`config.mk`:
```
export PLATFORM = sky130hd
export DESIGN_NAME = uart_tx_fifo
export DESIGN_NICKNAME = d
export VERILOG_FILES = /design/src/rtl/uart_tx_fifo_pkg.sv /design/src/rtl/uart_tx_fifo_byte_fifo.sv /design/src/rtl/uart_tx_fifo.sv
export SDC_FILE = /design/constraint.sdc
export NUM_CORES = 1
export LEC_CHECK = 0
export ABC_AREA = 1
export BUFFER_PORTS_ARGS = -buffer_cell sky130_fd_sc_hd__buf_2
export CORE_MARGIN = 2
export CORE_UTILIZATION = 30
export CTS_CLUSTER_DIAMETER = 200
export DETAILED_ROUTE_END_ITERATION = 10
export PLACE_DENSITY = 0.54
export SLEW_MARGIN = 20
export SYNTH_ARGS = -nofsm -noshare
export SYNTH_HDL_FRONTEND = slang
export SYNTH_SLANG_ARGS = --single-unit
```
`constraint.sdc`:
```
create_clock -name clk -period 2.4 [get_ports clk]
set_clock_uncertainty 0.1 [all_clocks]
set_input_delay 0.36 -clock clk [delete_from_list [all_inputs] [get_ports clk]]
set_output_delay 0.36 -clock clk [all_outputs]
set_load 0.05 [all_outputs]
```
`src/rtl/uart_tx_fifo_pkg.sv`:
```
// Shared definitions for the buffered UART transmitter: FSM state encoding,
// default clocking constants and a width helper.
package uart_tx_fifo_pkg;

    localparam int unsigned DEFAULT_CLK_HZ = 12000000;
    localparam int unsigned DEFAULT_BAUD   = 115200;

    typedef enum logic [1:0] {
        ST_IDLE  = 2'd0,
        ST_START = 2'd1,
        ST_DATA  = 2'd2,
        ST_STOP  = 2'd3
    } state_e;

    // Ceiling log2; returns 0 for v <= 1.
    function automatic int unsigned clog2(input int unsigned v);
        int unsigned r;
        r = 0;
        for (int unsigned i = 0; i < 32; i++) begin
            if ((64'd1 << i) < 64'(v)) begin
                r = i + 1;
            end
        end
        return r;
    endfunction

endpackage

```
`src/rtl/uart_tx_fifo_byte_fifo.sv`:
```
// Synchronous byte FIFO with registered full/empty flags; pushes while full
// are ignored, pops while empty are ignored.
module byte_fifo
    import uart_tx_fifo_pkg::*;
#(
    parameter int unsigned DEPTH = 16
) (
    input  logic                      clk,
    input  logic                      rst,
    input  logic                      push_i,
    input  logic                      pop_i,
    input  logic [7:0]                din_i,
    output logic [7:0]                dout_o,
    output logic                      full_o,
    output logic                      empty_o,
    output logic [clog2(DEPTH):0]     count_o
);

    localparam int unsigned AW = clog2(DEPTH);
    localparam logic [AW:0] FULL_CNT = (AW + 1)'(DEPTH);

    logic [7:0]    mem_q [DEPTH];
    logic [AW-1:0] wr_ptr_q, wr_ptr_d;
    logic [AW-1:0] rd_ptr_q, rd_ptr_d;
    logic [AW:0]   count_q, count_d;
    logic          full_q, full_d;
    logic          empty_q, empty_d;
    logic          do_push, do_pop;

    // Acceptance is judged on the registered count only, so a same-cycle pop
    // never frees room for a push arriving while full.
    assign do_push = push_i && (count_q != FULL_CNT);
    assign do_pop  = pop_i && (count_q != '0);

    always_comb begin
        wr_ptr_d = wr_ptr_q;
        rd_ptr_d = rd_ptr_q;
        count_d  = count_q;
        if (do_push) begin
            wr_ptr_d = wr_ptr_q + 1'b1;
        end
        if (do_pop) begin
            rd_ptr_d = rd_ptr_q + 1'b1;
        end
        case ({do_push, do_pop})
            2'b10:   count_d = count_q + 1'b1;
            2'b01:   count_d = count_q - 1'b1;
            default: count_d = count_q;
        endcase
        full_d  = (count_d == FULL_CNT);
        empty_d = (count_d == '0);
    end

    always_ff @(posedge clk or posedge rst) begin
        if (rst) begin
            wr_ptr_q <= '0;
            rd_ptr_q <= '0;
            count_q  <= '0;
            full_q   <= 1'b0;
            empty_q  <= 1'b1;
        end else begin
            wr_ptr_q <= wr_ptr_d;
            rd_ptr_q <= rd_ptr_d;
            count_q  <= count_d;
            full_q   <= full_d;
            empty_q  <= empty_d;
        end
    end

    always_ff @(posedge clk) begin
        if (do_push) begin
            mem_q[wr_ptr_q] <= din_i;
        end
    end

    assign dout_o  = mem_q[rd_ptr_q];
    assign full_o  = full_q;
    assign empty_o = empty_q;
    assign count_o = count_q;

endmodule

```
`src/rtl/uart_tx_fifo.sv`:
```
// Buffered 8N1 UART transmitter: queues bursty bytes in a FIFO and sends them
// as back-to-back frames on a registered TX line.
module uart_tx_fifo
    import uart_tx_fifo_pkg::*;
#(
    parameter int unsigned CLK_HZ       = DEFAULT_CLK_HZ,
    parameter int unsigned BAUD         = DEFAULT_BAUD,
    parameter int unsigned DEPTH        = 16,
    parameter int unsigned CLKS_PER_BIT = CLK_HZ / BAUD
) (
    input  logic       clk,
    input  logic       rst,
    input  logic       tx_data_rdy,
    input  logic [7:0] tx_data,
    output logic       tx,
    output logic       busy,
    output logic       empty,
    output logic       full,
    output logic       overflow
);

    localparam int unsigned CNT_W = (clog2(CLKS_PER_BIT) < 1) ? 1 : clog2(CLKS_PER_BIT);
    localparam logic [CNT_W-1:0] CNT_LAST = CNT_W'(CLKS_PER_BIT - 1);

    state_e            state_q, state_d;
    logic [CNT_W-1:0]  baud_q, baud_d;
    logic [2:0]        bit_q, bit_d;
    logic [7:0]        shift_q, shift_d;
    logic              tx_q, tx_d;
    logic              busy_q, busy_d;
    logic              ovf_q, ovf_d;

    logic              fifo_pop;
    logic [7:0]        fifo_dout;
    logic              fifo_full;
    logic              fifo_empty;
    logic [clog2(DEPTH):0] fifo_count;
    logic              baud_end;

    byte_fifo #(
        .DEPTH(DEPTH)
    ) u_fifo (
        .clk     (clk),
        .rst     (rst),
        .push_i  (tx_data_rdy),
        .pop_i   (fifo_pop),
        .din_i   (tx_data),
        .dout_o  (fifo_dout),
        .full_o  (fifo_full),
        .empty_o (fifo_empty),
        .count_o (fifo_count)
    );

    assign baud_end = (baud_q == CNT_LAST);

    always_comb begin
        state_d  = state_q;
        baud_d   = baud_q;
        bit_d    = bit_q;
        shift_d  = shift_q;
        tx_d     = tx_q;
        busy_d   = busy_q;
        fifo_pop = 1'b0;
        ovf_d    = ovf_q | (tx_data_rdy & fifo_full);

        case (state_q)
            ST_IDLE: begin
                tx_d   = 1'b1;
                busy_d = 1'b0;
                if (!fifo_empty) begin
                    fifo_pop = 1'b1;
                    shift_d  = fifo_dout;
                    tx_d     = 1'b0;
                    baud_d   = '0;
                    busy_d   = 1'b1;
                    state_d  = ST_START;
                end
            end
            ST_START: begin
                if (baud_end) begin
                    baud_d  = '0;
                    bit_d   = '0;
                    tx_d    = shift_q[0];
                    state_d = ST_DATA;
                end else begin
                    baud_d = baud_q + 1'b1;
                end
            end
            ST_DATA: begin
                if (baud_end) begin
                    baud_d = '0;
                    if (bit_q == 3'd7) begin
                        tx_d    = 1'b1;
                        state_d = ST_STOP;
                    end else begin
                        bit_d   = bit_q + 1'b1;
                        shift_d = shift_q >> 1;
                        tx_d    = shift_q[1];
                    end
                end else begin
                    baud_d = baud_q + 1'b1;
                end
            end
            ST_STOP: begin
                if (baud_end) begin
                    baud_d = '0;
                    // Chain straight into the next start bit to avoid an idle gap.
                    if (!fifo_empty) begin
                        fifo_pop = 1'b1;
                        shift_d  = fifo_dout;
                        tx_d     = 1'b0;
                        state_d  = ST_START;
                    end else begin
                        busy_d  = 1'b0;
                        state_d = ST_IDLE;
                    end
                end else begin
                    baud_d = baud_q + 1'b1;
                end
            end
            default: begin
                state_d = ST_IDLE;
            end
        endcase
    end

    always_ff @(posedge clk or posedge rst) begin
        if (rst) begin
            state_q <= ST_IDLE;
            baud_q  <= '0;
            bit_q   <= '0;
            shift_q <= '0;
            tx_q    <= 1'b1;
            busy_q  <= 1'b0;
            ovf_q   <= 1'b0;
        end else begin
            state_q <= state_d;
            baud_q  <= baud_d;
            bit_q   <= bit_d;
            shift_q <= shift_d;
            tx_q    <= tx_d;
            busy_q  <= busy_d;
            ovf_q   <= ovf_d;
        end
    end

    assign tx       = tx_q;
    assign busy     = busy_q;
    assign empty    = fifo_empty;
    assign full     = fifo_full;
    assign overflow = ovf_q;

endmodule

```
==> flow_metrics.tcl <==
set metrics [dict create \
    worstPathRequired_ns 2.66 \
    total_power_uw 7559 \
    synth_cell_types 37 \
    gp_congestion 0.7424 \
    max-slew-margin-rel_pct 54.10 \
    wl_per_cell_um 15.32 \
    setup_viol 0 \
    pre_cts_ws_ns -0.04556 \
    hold_ws_ns 0.09405 \
    fp.dieW_um 158.3 \
    grt_usage_pct 13.15 \
    rows 56 \
    yosys_warnings 0 \
    regArea_um2 4802 \
    period_minus_slack_ns 2.295 \
    cp_slowest_cell "dfrtp_1" \
    grt_max_degree 68 \
    vdd_ir_drop_max_uv 553.5 \
    crit_arrival_ns 2.56 \
    max_stage_delay_ns 0.38 \
    drive_gt1_share_pct 21.21 \
    initial_utilization_pct 30.53 \
    crit_type "flop to flop" \
    finalWorstSetupSlack_ns 0.1048 \
    syn_nets 640 \
    multi_input_area_um2 2165 \
    status "finished clean" \
    antenna_found_initial 0 \
    core_area_um2 23400 \
    nNetsFinal 706 \
    hold_viol 0 \
    hp-class "primary input to flop" \
    numCtsBuffers 17 \
    synth_seq_area_share_pct 67.13 \
    antenna_cells 0 \
    insertion_delay_ns 0.43 \
    cts_buffer_depth 2 \
    hpwl_mm 10.24 \
    fillers 2352 \
    fmax_ghz 0.4357 \
    synth_area_um2 7146 \
    wirelength_mm 15.50 \
    initialDrtViolationCount 289 \
    crit_path_start_kind "flop" \
    cts_root_buffer "clkbuf_16" \
    placed_area_um2 7920 \
    vias 4653 \
    worst-slew-pin-transition_ns 0.6843 \
    vias_per_cell 4.598 \
    endpoint_kind "flop" \
    io_pins 16 \
    firstDrtPassIters 4 \
    syn_inst 614 \
    grt_pass1_wl_mm 25.06 \
    cap_violations 0 \
    place_inst 974 \
    ant_nets 0 \
    power_density_nw_per_um2 868.4 \
    final_cells 1012 \
    htreeDepth 4 \
    globalRouteOverflowTotal 0 \
    grt_pass1_vias 4734 \
    dieArea_um2 25070 \
    maxSlewViolCount 0 \
    path_clk_slew_ns 0.07 \
    fp.dieH_um 158.3 \
    p_leak_uw 0.003246 \
    clock-sinks 166 \
    syn_avg_cell_area_um2 11.64 \
    drc_errors 0 \
    area_delta_synth_final_pct 21.82 \
    crit_chain "ha_2 > inv_2 > nor2_2 > nand3_2 > nand2_4 > nand4_1 > nand2_2 > inv_2 > ha_4 > nand2_1 > o21ai_2 > or2_4 > nor2_4 > nand3_2 > nor2_2" \
    yosys_register_bits 166 \
    post-route-period-util_pct 95.63 \
    postLayoutCellArea_um2 8705 \
    cts_tree "built" \
    crit_path_max_fanout 4 \
    numPortBuffers 15 \
]
[worst paths after layout]
path,from,to,slack (ns),cells past startpoint
setup / recovery,state_q[1],u_fifo.full_o,0.10,15
hold / removal,tx_data_rdy,overflow,0.09,2
setup reg to reg,state_q[1],u_fifo.full_o,0.10,15
hold reg to reg,overflow,overflow,0.35,1
max in group asynchronous,rst,u_fifo.empty_o,1.19,4
min in group asynchronous,rst,u_fifo.wr_ptr_q[2],0.38,3
[sequential cells by signal (all words and copies together) (netlist names)]
name	flops
busy	1
u_fifo.wr_ptr_q	4
baud_q	7
state_q	2
u_fifo.empty_o	1
u_fifo.rd_ptr_q	4
u_fifo.count_o	5
u_fifo.full_o	1
tx	1
bit_q	3
shift_q	8
u_fifo.mem_q	128
overflow	1
[final cells by class]
| cell class | count | share of cell area, % |
|---|---|---|
| clock inverters | 15 | 2.688 |
| flip-flops and latches | 166 | 55.17 |
| clock buffers | 17 | 4.887 |
| multi-input cells | 381 | 24.87 |
| well taps | 319 | 4.585 |
| repair buffers | 73 | 6.037 |
| inverters | 41 | 1.768 |
[metrics by stage]
stage / setup TNS (ns) / util, %
floorplan: 0 / -
global placement: 0 / 33.84
detailed placement: -0.08218 / 33.84
CTS: 0 / 36.88
global route: -0.04711 / 37.20
finish: 0 / 37.20
[layer usage]
metal / GRT usage, % / up-vias / part of all wire [%]
li1: - / 2325 / -
met1: 17.49 / 2256 / 46
met2: 21.93 / 60 / 49
met3: 2.667 / 12 / 3.2
met4: 3.647 / 0 / 0.81
met5: 0 / - / 0
[kinds of logic (layout without fill, tap and decap cells)]
logic type | count (synthesis) | in the layout | synth area share, %
adders and majority gates | 15 | 15 | 2.627
xor gates and xnor gates | 13 | 13 | 1.593
muxes | 1 | 1 | 0.1401
DFF | 166 | 166 | 67.13
buffers and inverters | 67 | 146 | 3.659
AOI/OAI and AO/OA | 157 | 157 | 12.82
and+or+nand+nor | 195 | 195 | 12.03
[power by group]
| group | switching [uW] | internal [uW] | leakage, uW |
|---|---|---|---|
| Sequential | 126 | 3410 | 0.00162 |
| Combinational | 673 | 360 | 0.00131 |
| Clock | 1280 | 1710 | 0.000317 |
| Total | 2080 | 5480 | 0.00325 |
[synthesized netlist by cell type]
cell      count  share of area, %
nor3_1        1             0.070
a31oi_1       1             0.088
o21ai_0      82               5.7
nand2_1      54               2.8
inv_1        37               1.9
edfxtp_1    128                54
xor2_1       12               1.5
o31ai_1       4              0.42
mux2i_1       1              0.14
o221a_2       1              0.16
a21oi_1      19               1.3
nand3_4       1              0.25
xnor2_1       1              0.12
nand3_1      17               1.2
a21o_1        1              0.11
or2_2         1             0.088
nand3b_1      2              0.21
nor2_2        3              0.26
dfrtp_1      36                13
nand3_2       2              0.28
nor2_4        1              0.16
clkbuf_1     18              0.95
o221ai_1     16               2.0
nor2_1      100               5.3
o21ai_2       1              0.12
o21ai_1       6              0.42
o22ai_1      19               1.7
dfstp_2       2              0.74
a32o_1        2              0.28
nand4_1       3              0.26
ha_1         15               2.6
nand2_4       3              0.47
inv_2         4              0.21
o211ai_1      5              0.53
nand2_2       6              0.53
nand4_2       1              0.18
buf_2         8              0.56
[worst max-delay path: cells and delay by family (launching register included)]
kind	cells	cell delay, ns
adder cells (fa/ha/maj)	2	0.40
buffers and inverters	2	0.09
AND/OR/NAND/NOR	10	1.21
flip-flops	1	0.38
AO/OA/AOI/OAI	1	0.06
[timing repair]
item,4_1_cts,5_1_grt
endpoints found under the hold margin,14,0
setup buffers,3,2
setup endpoints to repair,2,2
hold buffers,1,0
resized for setup,6,14
pin swaps,11,13
[cells in the final DEF (no fill, tap or decap), drive strengths merged]
cell type    instances
nand2               63
o21ai               89
nand3               20
nor3                 1
o221a                1
clkinvlp             1
xor2                12
nand4                4
mux2i                1
nand3b               2
dlygate4sd3          1
nor2               104
a31oi                1
dfrtp               36
o22ai               19
clkbuf              17
dfstp                2
bufinv               3
o221ai              16
buf                 72
a21oi               19
o31ai                4
a21o                 1
or2                  1
ha                  15
a32o                 2
o211ai               5
clkinv               5
edfxtp             128
inv                 47
xnor2                1
Power figures use the tool's default switching activity.
